$ cat src/rtl/reg_dump_ctrl.sv
// Register-file dump engine: walks addresses 0..NUM_REGS-1, captures each word once,
// and streams header, data bytes (MSB first) and an XOR checksum over valid/ready.
module reg_dump_ctrl #(
    parameter int          NUM_REGS = 32,
    parameter int          ADDR_W   = 5,
    parameter logic [7:0]  HDR_BYTE = 8'hA5
) (
    input  logic              clk,
    input  logic              rst,
    input  logic              start,
    output logic [ADDR_W-1:0] rd_addr,
    input  logic [31:0]       rd_data,
    output logic [7:0]        out_data,
    output logic              out_valid,
    input  logic              out_ready,
    output logic              busy,
    output logic              done,
    output logic [2:0]        fsm_state
);

    // Handshake: a byte moves on a posedge where out_valid && out_ready; while
    // out_valid is high and out_ready low, out_data and rd_addr stay put, and
    // out_valid only falls after a transfer.

    typedef enum logic [2:0] {
        S_IDLE = 3'd0,
        S_HDR  = 3'd1,
        S_LOAD = 3'd2,
        S_SEND = 3'd3,
        S_CSUM = 3'd4,
        S_DONE = 3'd5
    } state_t;

    localparam logic [ADDR_W:0] LAST_IDX = (ADDR_W + 1)'(NUM_REGS - 1);

    state_t          state;
    logic [ADDR_W:0] index;
    logic [ADDR_W:0] index_next;
    logic [31:0]     shift;
    logic [7:0]      checksum;
    logic [1:0]      byte_cnt;
    logic            xfer;

    // Index is one bit wider than the address so NUM_REGS=32 compares cleanly.
    assign index_next = index + 1'b1;
    assign xfer       = out_valid && out_ready;
    assign fsm_state  = state;

    always_ff @(posedge clk) begin
        if (rst) begin
            state     <= S_IDLE;
            rd_addr   <= '0;
            out_data  <= 8'h00;
            out_valid <= 1'b0;
            busy      <= 1'b0;
            done      <= 1'b0;
            checksum  <= 8'h00;
            index     <= '0;
            byte_cnt  <= 2'd0;
            shift     <= 32'h0;
        end else begin
            done <= 1'b0;
            case (state)
                S_IDLE: begin
                    busy      <= 1'b0;
                    out_valid <= 1'b0;
                    rd_addr   <= '0;
                    if (start) begin
                        state     <= S_HDR;
                        checksum  <= 8'h00;
                        index     <= '0;
                        busy      <= 1'b1;
                        out_valid <= 1'b1;
                        out_data  <= HDR_BYTE;
                    end
                end
                S_HDR: begin
                    if (xfer) begin
                        state     <= S_LOAD;
                        out_valid <= 1'b0;
                        rd_addr   <= index[ADDR_W-1:0];
                    end
                end
                S_LOAD: begin
                    // The only cycle this register is sampled; later writes cannot leak in.
                    shift     <= rd_data;
                    out_data  <= rd_data[31:24];
                    byte_cnt  <= 2'd0;
                    out_valid <= 1'b1;
                    state     <= S_SEND;
                end
                S_SEND: begin
                    if (xfer) begin
                        checksum <= checksum ^ shift[31:24];
                        shift    <= {shift[23:0], 8'h00};
                        byte_cnt <= byte_cnt + 2'd1;
                        if (byte_cnt == 2'd3) begin
                            if (index == LAST_IDX) begin
                                state    <= S_CSUM;
                                out_data <= checksum ^ shift[31:24];
                            end else begin
                                state     <= S_LOAD;
                                out_valid <= 1'b0;
                                index     <= index_next;
                                rd_addr   <= index_next[ADDR_W-1:0];
                            end
                        end else begin
                            out_data <= shift[23:16];
                        end
                    end
                end
                S_CSUM: begin
                    if (xfer) begin
                        state     <= S_DONE;
                        out_valid <= 1'b0;
                        done      <= 1'b1;
                    end
                end
                S_DONE: begin
                    state    <= S_IDLE;
                    busy     <= 1'b0;
                    rd_addr  <= '0;
                    out_data <= 8'h00;
                end
                default: begin
                    state <= S_IDLE;
                end
            endcase
        end
    end

endmodule

$ cat config.mk
export PLATFORM = sky130hd
export DESIGN_NAME = reg_dump_ctrl
export DESIGN_NICKNAME = d
export VERILOG_FILES = /design/src/rtl/reg_dump_ctrl.sv
export SDC_FILE = /design/constraint.sdc
export NUM_CORES = 1
export LEC_CHECK = 0
export CAP_MARGIN = 10
export CORE_ASPECT_RATIO = 0.75
export CORE_MARGIN = 2
export CORE_UTILIZATION = 60
export CTS_CLUSTER_SIZE = 20
export DETAILED_ROUTE_END_ITERATION = 8
export DONT_BUFFER_PORTS = 1
export PLACE_DENSITY = 0.76
export RECOVER_POWER = 25
export SLEW_MARGIN = 40
export SYNTH_ARGS = -nofsm -noshare
export SYNTH_HDL_FRONTEND = slang
export SYNTH_SLANG_ARGS = --single-unit
$ cat constraint.sdc
create_clock -name clk -period 1.8 [get_ports clk]
set_clock_uncertainty 0.05 [all_clocks]
set_input_delay 0.09 -clock clk [delete_from_list [all_inputs] [get_ports clk]]
set_output_delay 0.09 -clock clk [all_outputs]
set_load 0.02 [all_outputs]
# After elaboration in Yosys (flattened, before gate mapping)

Cells that the tools add are included.

Register bits: 67
Bits of input ports: 36
Output and inout port bits: 19
Word-level logic and storage cells: 84

Add/sub/neg operators: 2
Equal/unequal tests: 15
Multiplexer cells: 37
Bitwise operators: 2
Reduce and logical (&&, ||, !) cells: 18

Operators by type and width:

| kind                                           | count |
|---|---|
| one-hot mux 32 bit (2 select lines)            | 1 |
| 2-to-1 mux 8 bit                               | 6 |
| 2-to-1 mux 32 bit                              | 1 |
| one-hot mux 8 bit (4 select lines)             | 1 |
| 2-to-1 mux 6 bit                               | 4 |
| 2-to-1 mux 5 bit                               | 4 |
| AND reduction 5 bit                            | 4 |
| 2-to-1 mux 3 bit                               | 6 |
| one-hot mux 8 bit (2 select lines)             | 1 |
| one-hot mux 3 bit (5 select lines)             | 1 |
| one-hot mux 5 bit (3 select lines)             | 1 |
| inequality test 2 bit (second input constant)  | 6 |
| one-hot mux 6 bit (2 select lines)             | 1 |
| nonzero test 4 bit                             | 2 |
| XOR 8 bit                                      | 1 |
| adder 6 x 1 -> 6 bit (second input constant)   | 1 |
| == test 3 x 2 -> 1 bit (second input constant) | 2 |
| == test 3 bit (second input constant)          | 2 |
| == test 6 x 5 -> 1 bit (second input constant) | 1 |
| 2-to-1 mux 1 bit                               | 6 |
| nonzero test 2 bit                             | 3 |
| OR reduction 2 bit                             | 3 |
| one-hot mux 1 bit (4 select lines)             | 1 |
| one-hot mux 2 bit (2 select lines)             | 1 |
| other kinds (14)                               | 14 |

# Logic depth before layout (Yosys ltp)

Gate-level depths: netlist of the first run.

Depth after elaboration: 5
Depth in mapped cells: 7

# Least setup slack after synthesis of the first run

No wires, ideal clock.

Kind: reg2reg
From: reg state[0] (netlist: fsm_state[0])
To: reg index[3]
Setup time: 0.071 ns
Data arrival time: 1.568 ns
Path slack: 0.112 ns
Cell stages (with the launch flop): 7
Buffers on the path: 2
Cell sequence: dfxtp_1 -> buf_4 -> and3b_1 -> buf_4 -> nand2_1 -> or4_1 -> a21oi_1

Longest elaborated chain between the ends: 3
Elaborated cells on any way between the ends: 9

RTL lines:

| item                                                                         | line | text |
|---|---|---|
| from (decl)                                                                  | 36   | `state_t state;` |
| from (signal assigned)                                                       | 51   | `state <= S_IDLE;` |
| from (signal assigned)                                                       | 69   | `state <= S_HDR;` |
| from (signal assigned)                                                       | 79   | `state <= S_LOAD;` |
| == test 3 x 2 -> 1 bit or logical NOT 3 bit (tied branches)                  | 63   | `case (state)` |
| inequality test 2 bit (no source line) or nonzero test 2 bit (tied branches) | n/a  |  |
| AND reduction 5 bit (no source line)                                         | n/a  |  |
| to (signal assigned)                                                         | 104  | `index <= index_next;` |
| to (decl)                                                                    | 37   | `logic [ADDR_W:0] index;` |

Several ways; a longest one is shown, not always the timed one.
A chain may end at the register's enable or synchronous reset.

# Worst setup path in the final report of the first run

From: reg state[0] (netlist: fsm_state[0])
To: reg index[0]

The elaborated chain is that of the path after synthesis.

==> impl_metrics.ini, run 1 <==
[outcome]
status = finished clean

[worst_setup_path]
cp.depth = 5
max_stage_delay_ps = 430
end_kind = flip-flop
critPathRequiredTime_ps = 1990
cpMaxStageDelayCell = or3b_1
path_delay_family = compound AO/OA/AOI/OAI gates
path_class = reg2reg
startpoint_type = flip-flop
worst-r2r-cell-count = 5
cp.arrival_ps = 1920
worstPathMaxFanout = 11
path_buf_inv = 1
worstPathCellList = or3b_1 -> a21o_1 -> buf_4 -> o21ai_0 -> a21oi_1

[route]
dr.first_iter.drc_count = 340
met2_length_um = 4700
antenna_left = 0
viasPerCell = 6.26
routed_wl_um = 10300
top_layer = met4
num_vias = 3474
met1_length_um = 4560
avgRoutedWirePerCell_um = 18.5
route.detailed.drc = 0
wl_met3_um = 826
drt_pre_antenna_iters = 5

[sta]
whs_ps = 13.8
tns_ps = 0
fin_crit_ps = 1720
fin_crit_sh_pct = 95.6
relSlewSlack_pct = 68.1
setup_viol = 0
tightest_slew_ps = 477
max_freq_mhz = 581
hold_viol_final = 0
drv_slew = 0

[global_routing]
antenna_found_initial = 0
grt-ovfl-total = 0
track_usage_pct = 33.6
grt_pass1_wl_um = 16000
grt_pass1_vias = 3197
grt_max_degree = 69

[pwr]
switchingPower_mw = 1.20
swShare_pct = 30.8
power.leakage_nw = 1.55
power_frac_seq_pct = 44.4
p_comb_share_pct = 18.5
p_int_mw = 2.68
ir_worst_vdd_mv = 0.640
power_density_nw_per_um2 = 905
power.share.clock_pct = 37.1
p_total_mw = 3.88

[floorplanning]
fp.dieW_um = 90.6
rows = 23
dieArea_um2 = 6250
fp.dieH_um = 69.0
start_util_pct = 62.8
pin_count = 55
coreArea_um2 = 5380

[synthesis]
syn_inst = 423
synth_nets = 461
yosysMostFrequentCell = dfxtp_1
synth_enable_flop_cells = 0
syn_area_um2 = 3380
yosysWarnings = 0
yosys-top-cells-count = 67 x dfxtp_1, 63 x nand2_1, 53 x nor2_1, 30 x a311oi_1, 29 x a21oi_1
avgSynthCellArea_um2 = 7.99
yosysTopAreaCell = dfxtp_1
synthArstFlopShare_pct = 0
ys_ff_latch = 67
synth_cell_types = 55
synth_area_leaders = dfxtp_1 40%, a311oi_1 7.8%, nand2_1 7.0%
synth_ff_type = dfxtp_1
seq_area_frac_synth_pct = 39.7
synth_top_area_share_pct = 39.7

[clock_tree]
ctsRootBufferMaster = clkbuf_8
clockBufferDepth = 2
clkLatencyLatePin_ps = 360
numCtsBuffers = 9
htreeDepth = 3
cts_sinks = 67
cts_setup_buffers = 0
clk_pin_slew_ps = 90
cts_tree = done

[layout]
nets = 513
drive_above_1_share_pct = 15.6
postLayoutCellArea_um2 = 4290
utilization_pct = 79.7
diodes = 0
areaGrowthSynthToFinish_pct = 26.9

[placed_design]
hpwl_um = 6270
portBuffers = 0
dpl_cell_area_um2 = 3660
place.gp.congestion = 0.933

[hold_path]
min_path_cells = 2
worst_hold_path_type = in2reg

[flow_run]
drv_cap = 0
metal layers:
metal | GRT usage, % | vias up
li1 | - | 1653
met1 | 44.1 | 1646
met2 | 54.1 | 149
met3 | 10.3 | 26
met4 | 10.8 | 0
met5 | 0 | -
cell families after synthesis:
logic type	count (synthesis)	share of synthesized area, %
buffers and inverters	41	5.41
XOR/XNOR	8	2.07
AND/OR/NAND/NOR	176	24.5
AO/OA/AOI/OAI	128	27.3
flip-flops	67	39.7
adder cells (fa/ha/maj)	3	1.04
path summary, 6_finish.rpt:
path / start / end / slack (ps)
worst min register to register: byte_cnt[1] / byte_cnt[1] / 430
worst max register to register: fsm_state[0] / index[0] / 80
worst max-delay path: fsm_state[0] / index[0] / 80
worst min-delay path: rd_data[29] / out_data[5] / 10
worst reg2reg max path, delay by kind of cell, from the launching register on:
family                 cells  cell delay, ps
buffers and inverters      1             200
flip-flops                 1             360
AO/OA/AOI/OAI              3             570
AND/OR/NAND/NOR            1             430
flip-flops by register name, indices dropped and copies added (netlist names):
| name | cells |
|---|---|
| index | 6 |
| out_valid | 1 |
| busy | 1 |
| byte_cnt | 2 |
| out_data | 8 |
| shift | 32 |
| rd_addr | 5 |
| fsm_state | 3 |
| done | 1 |
| checksum | 8 |
through the flow:
| stage | setup WS (ps) | std cells |
|---|---|---|
| final | 78.4 | 555 |
| after global routing | -23.2 | 555 |
| after CTS | 16.3 | 555 |
| after detailed placement | 35.2 | 505 |
| after global placement | 95.1 | 505 |
| after floorplan | 112 | 423 |
what timing repair did:
action,CTS,global route
hold buffers,34,0
resized for setup,0,12
endpoints found under the hold margin,67,0
setup endpoints to repair,0,24
power by group through the flow:
stage	Sequential, mW	Clock [mW]	Combinational (mW)
floorplan	1.74	0	0.434
global placement	1.75	0	0.569
detailed placement	1.75	0	0.578
CTS	1.72	1.44	0.670
global route	1.74	1.50	0.777
finish	1.72	1.44	0.717
layout make-up:
cell class	instances	area (um^2)
multi-input cells	315	1910
flip-flops and latches	67	1340
fillers	359	1090
repair buffers	75	694
clock buffers	9	124
clock inverters	7	98.8
well taps	75	93.8
inverters	7	26.3
layout by cell type, fill, tap and decap left out, types with 3 or more instances in the layout:
cell type / instances
nor2b_1: 4
a31oi_1: 3
dfxtp_1: 65
dlygate4sd3_1: 33
a32oi_1: 3
a221oi_2: 3
and2_1: 3
o21ai_0: 16
o2111ai_1: 3
a21oi_1: 28
o2bb2ai_1: 3
nand2_1: 63
nor2_1: 53
xor2_1: 3
xnor2_1: 5
or3_1: 5
clkbuf_8: 9
nand3_1: 7
o32ai_1: 4
a22oi_1: 8
inv_1: 7
buf_4: 37
nand2b_1: 4
a311oi_1: 29
nor3_1: 12
nand3b_1: 10
a211oi_1: 6
No activity file was read; power rests on OpenSTA's default activity.
==> inputs of run 2 (changes only) <==
clock period = 2.2 ns   (was 1.8 ns; I/O delays follow)
==> run 2 against run 1 <==
Net effect:
- maximum frequency decreased by 15%
- clock-buffer cell count rose by 1
- first-iteration DRC count is 6.5% lower
- worst hold slack gained 39 ps
- global-route usage shrank 3.1 points
- critical path depth fell by 1
- sequential power decreased by 18%
- wire length decreased by 9.9%
- critical endpoint is now rd_addr[0]
- largest cell class unchanged
==> impl_metrics.ini, run 2 (same netlist as run 1, synthesis figures left out) <==
[placed_design]
dpl_cell_area_um2 = 3450
place.gp.congestion = 0.902
hpwl_um = 5830
portBuffers = 0

[sta]
drv_slew = 0
fin_crit_sh_pct = 92.3
relSlewSlack_pct = 52.6
fin_crit_ps = 2030
max_freq_mhz = 493
rsz0062_at_grt = no
tightest_slew_ps = 711
hold_viol_final = 0
tns_ps = 0
setup_viol = 0

[worst_setup_path]
worstPathCellList = nand2_1 -> o311ai_2 -> or2_1 -> a311oi_1
critPathRequiredTime_ps = 2370
worstPathMaxFanout = 8
cp.arrival_ps = 2200
worst-r2r-cell-count = 4
path_class = reg2reg
r2r-start = out_valid
r2r_slack_ps = 170
cpMaxStageDelayCell = dfxtp_1
rr_endpoint = rd_addr[0]
crit_path_end = rd_addr[0]
cp-startpoint = out_valid
end_kind = flip-flop
startpoint_type = flip-flop
max_stage_delay_ps = 570

[global_routing]
grt-ovfl-total = 0
grt_max_degree = 69
antenna_found_initial = 0
grt_pass1_wl_um = 14800
track_usage_pct = 30.6
grt_pass1_vias = 2916

[pwr]
swShare_pct = 31.0
switchingPower_mw = 0.856
p_int_mw = 1.91
power_frac_seq_pct = 51.1
p_comb_share_pct = 18.7
power_density_nw_per_um2 = 699
ir_worst_vdd_mv = 0.425
power.leakage_nw = 1.38
power.share.clock_pct = 30.2

[route]
dr.first_iter.drc_count = 318
antenna_left = 0
drt_pre_antenna_iters = 5
avgRoutedWirePerCell_um = 17.6
viasPerCell = 6.26
routed_wl_um = 9240
num_vias = 3285
route.detailed.drc = 0

[layout]
areaGrowthSynthToFinish_pct = 17.0
fill_cells = 424
final_common_cell = dfxtp_1
diodes = 0
top_regs = shift: 32 flops, checksum: 8 flops, out_data: 8 flops
largest_register = shift
layout_common_cells = 67 x dfxtp_1, 63 x nand2_1, 52 x nor2_1
largest_reg_flops = 32
nets = 485
drive_above_1_share_pct = 7.78
postLayoutCellArea_um2 = 3950

[clock_tree]
htreeDepth = 3
clkLatencyLatePin_ps = 340
cts_setup_buffers = 0
clockBufferDepth = 2
numCtsBuffers = 9
cts_tree = done
clk_pin_slew_ps = 70
cts_sinks = 67
ctsRootBufferMaster = clkbuf_8

[flow_run]
drv_cap = 0

[floorplanning]
fp.dieW_um = 90.6
pin_count = 55
start_util_pct = 62.8
coreArea_um2 = 5380
rows = 23
dieArea_um2 = 6250
fp.dieH_um = 69.0

[outcome]
status = finished clean

[hold_path]
worst_hold_path_type = in2reg
holdCritStartpoint = rst
[run 2: cell types whose count changed in the layout (fill, tap and decap cells not counted), moves of 2 or more]
cell,before,now
buf_4,37,10
a221oi_1,1,4
a221oi_2,3,0
clkinv_2,1,4
bufinv_16,2,0
dfxtp_1,65,67
dfxtp_2,2,0
inv_6,2,0
[run 2: worst max-delay path, delay by kind of cell, from the launching register on]
family             cells  cell delay [ps]
and+or+nand+nor        2              640
AOI/OAI and AO/OA      2              650
DFF                    1              570
[run 2: repair_timing]
action,CTS,global route
endpoints found under the hold margin,67,0
gates resized for setup,0,0
hold buffers,34,0
[run 2: per-layer routing]
metal	track usage [%]	wire, um	vias up
met3	9.78	853	14
li1	-	-	1601
met5	0	0	-
met1	40.5	4060	1523
met4	10.0	121	0
met2	48.0	4210	147
[run 2: layout make-up]
type / instances / area, um^2 / area share [%]
Timing Repair Buffer: 47 / 477 / 12.1
Clock inverter: 4 / 20.0 / 0.506
Multi-Input combinational cell: 315 / 1870 / 47.2
Inverter: 7 / 26.3 / 0.665
Tap cell: 75 / 93.8 / 2.37
Sequential cell: 67 / 1340 / 33.9
Clock buffer: 10 / 128 / 3.23
[run 2: how the worst min path moves through the flow]
stage / endpoint / depth (start not counted)
4_1_cts: index[0] / 2
5_1_grt: checksum[1] / 2
6_report: checksum[0] / 2
2_1_floorplan: shift[0] / 2
3_3_place_gp: checksum[5] / 1
3_5_place_dp: index[4] / 1
[run 2: stage by stage]
stage | setup WS (ps) | utilization, % | power (mW) | hold WS [ps] | cells
after floorplan | 512 | - | 1.77 | 208 | 423
after global placement | 291 | 64.1 | 1.86 | 134 | 477
after detailed placement | 227 | 64.1 | 1.87 | 140 | 477
after CTS | 223 | 73.5 | 2.75 | 63.3 | 525
after global routing | 30.6 | 73.5 | 2.89 | 83.7 | 525
final | 170 | 73.5 | 2.76 | 52.8 | 525
[run 2: power groups by stage]
stage	Combinational, mW	Clock, mW	Sequential [mW]
floorplan	0.355	0	1.42
global placement	0.424	0	1.43
detailed placement	0.434	0	1.44
CTS	0.508	0.836	1.41
global route	0.573	0.890	1.42
finish	0.517	0.834	1.41
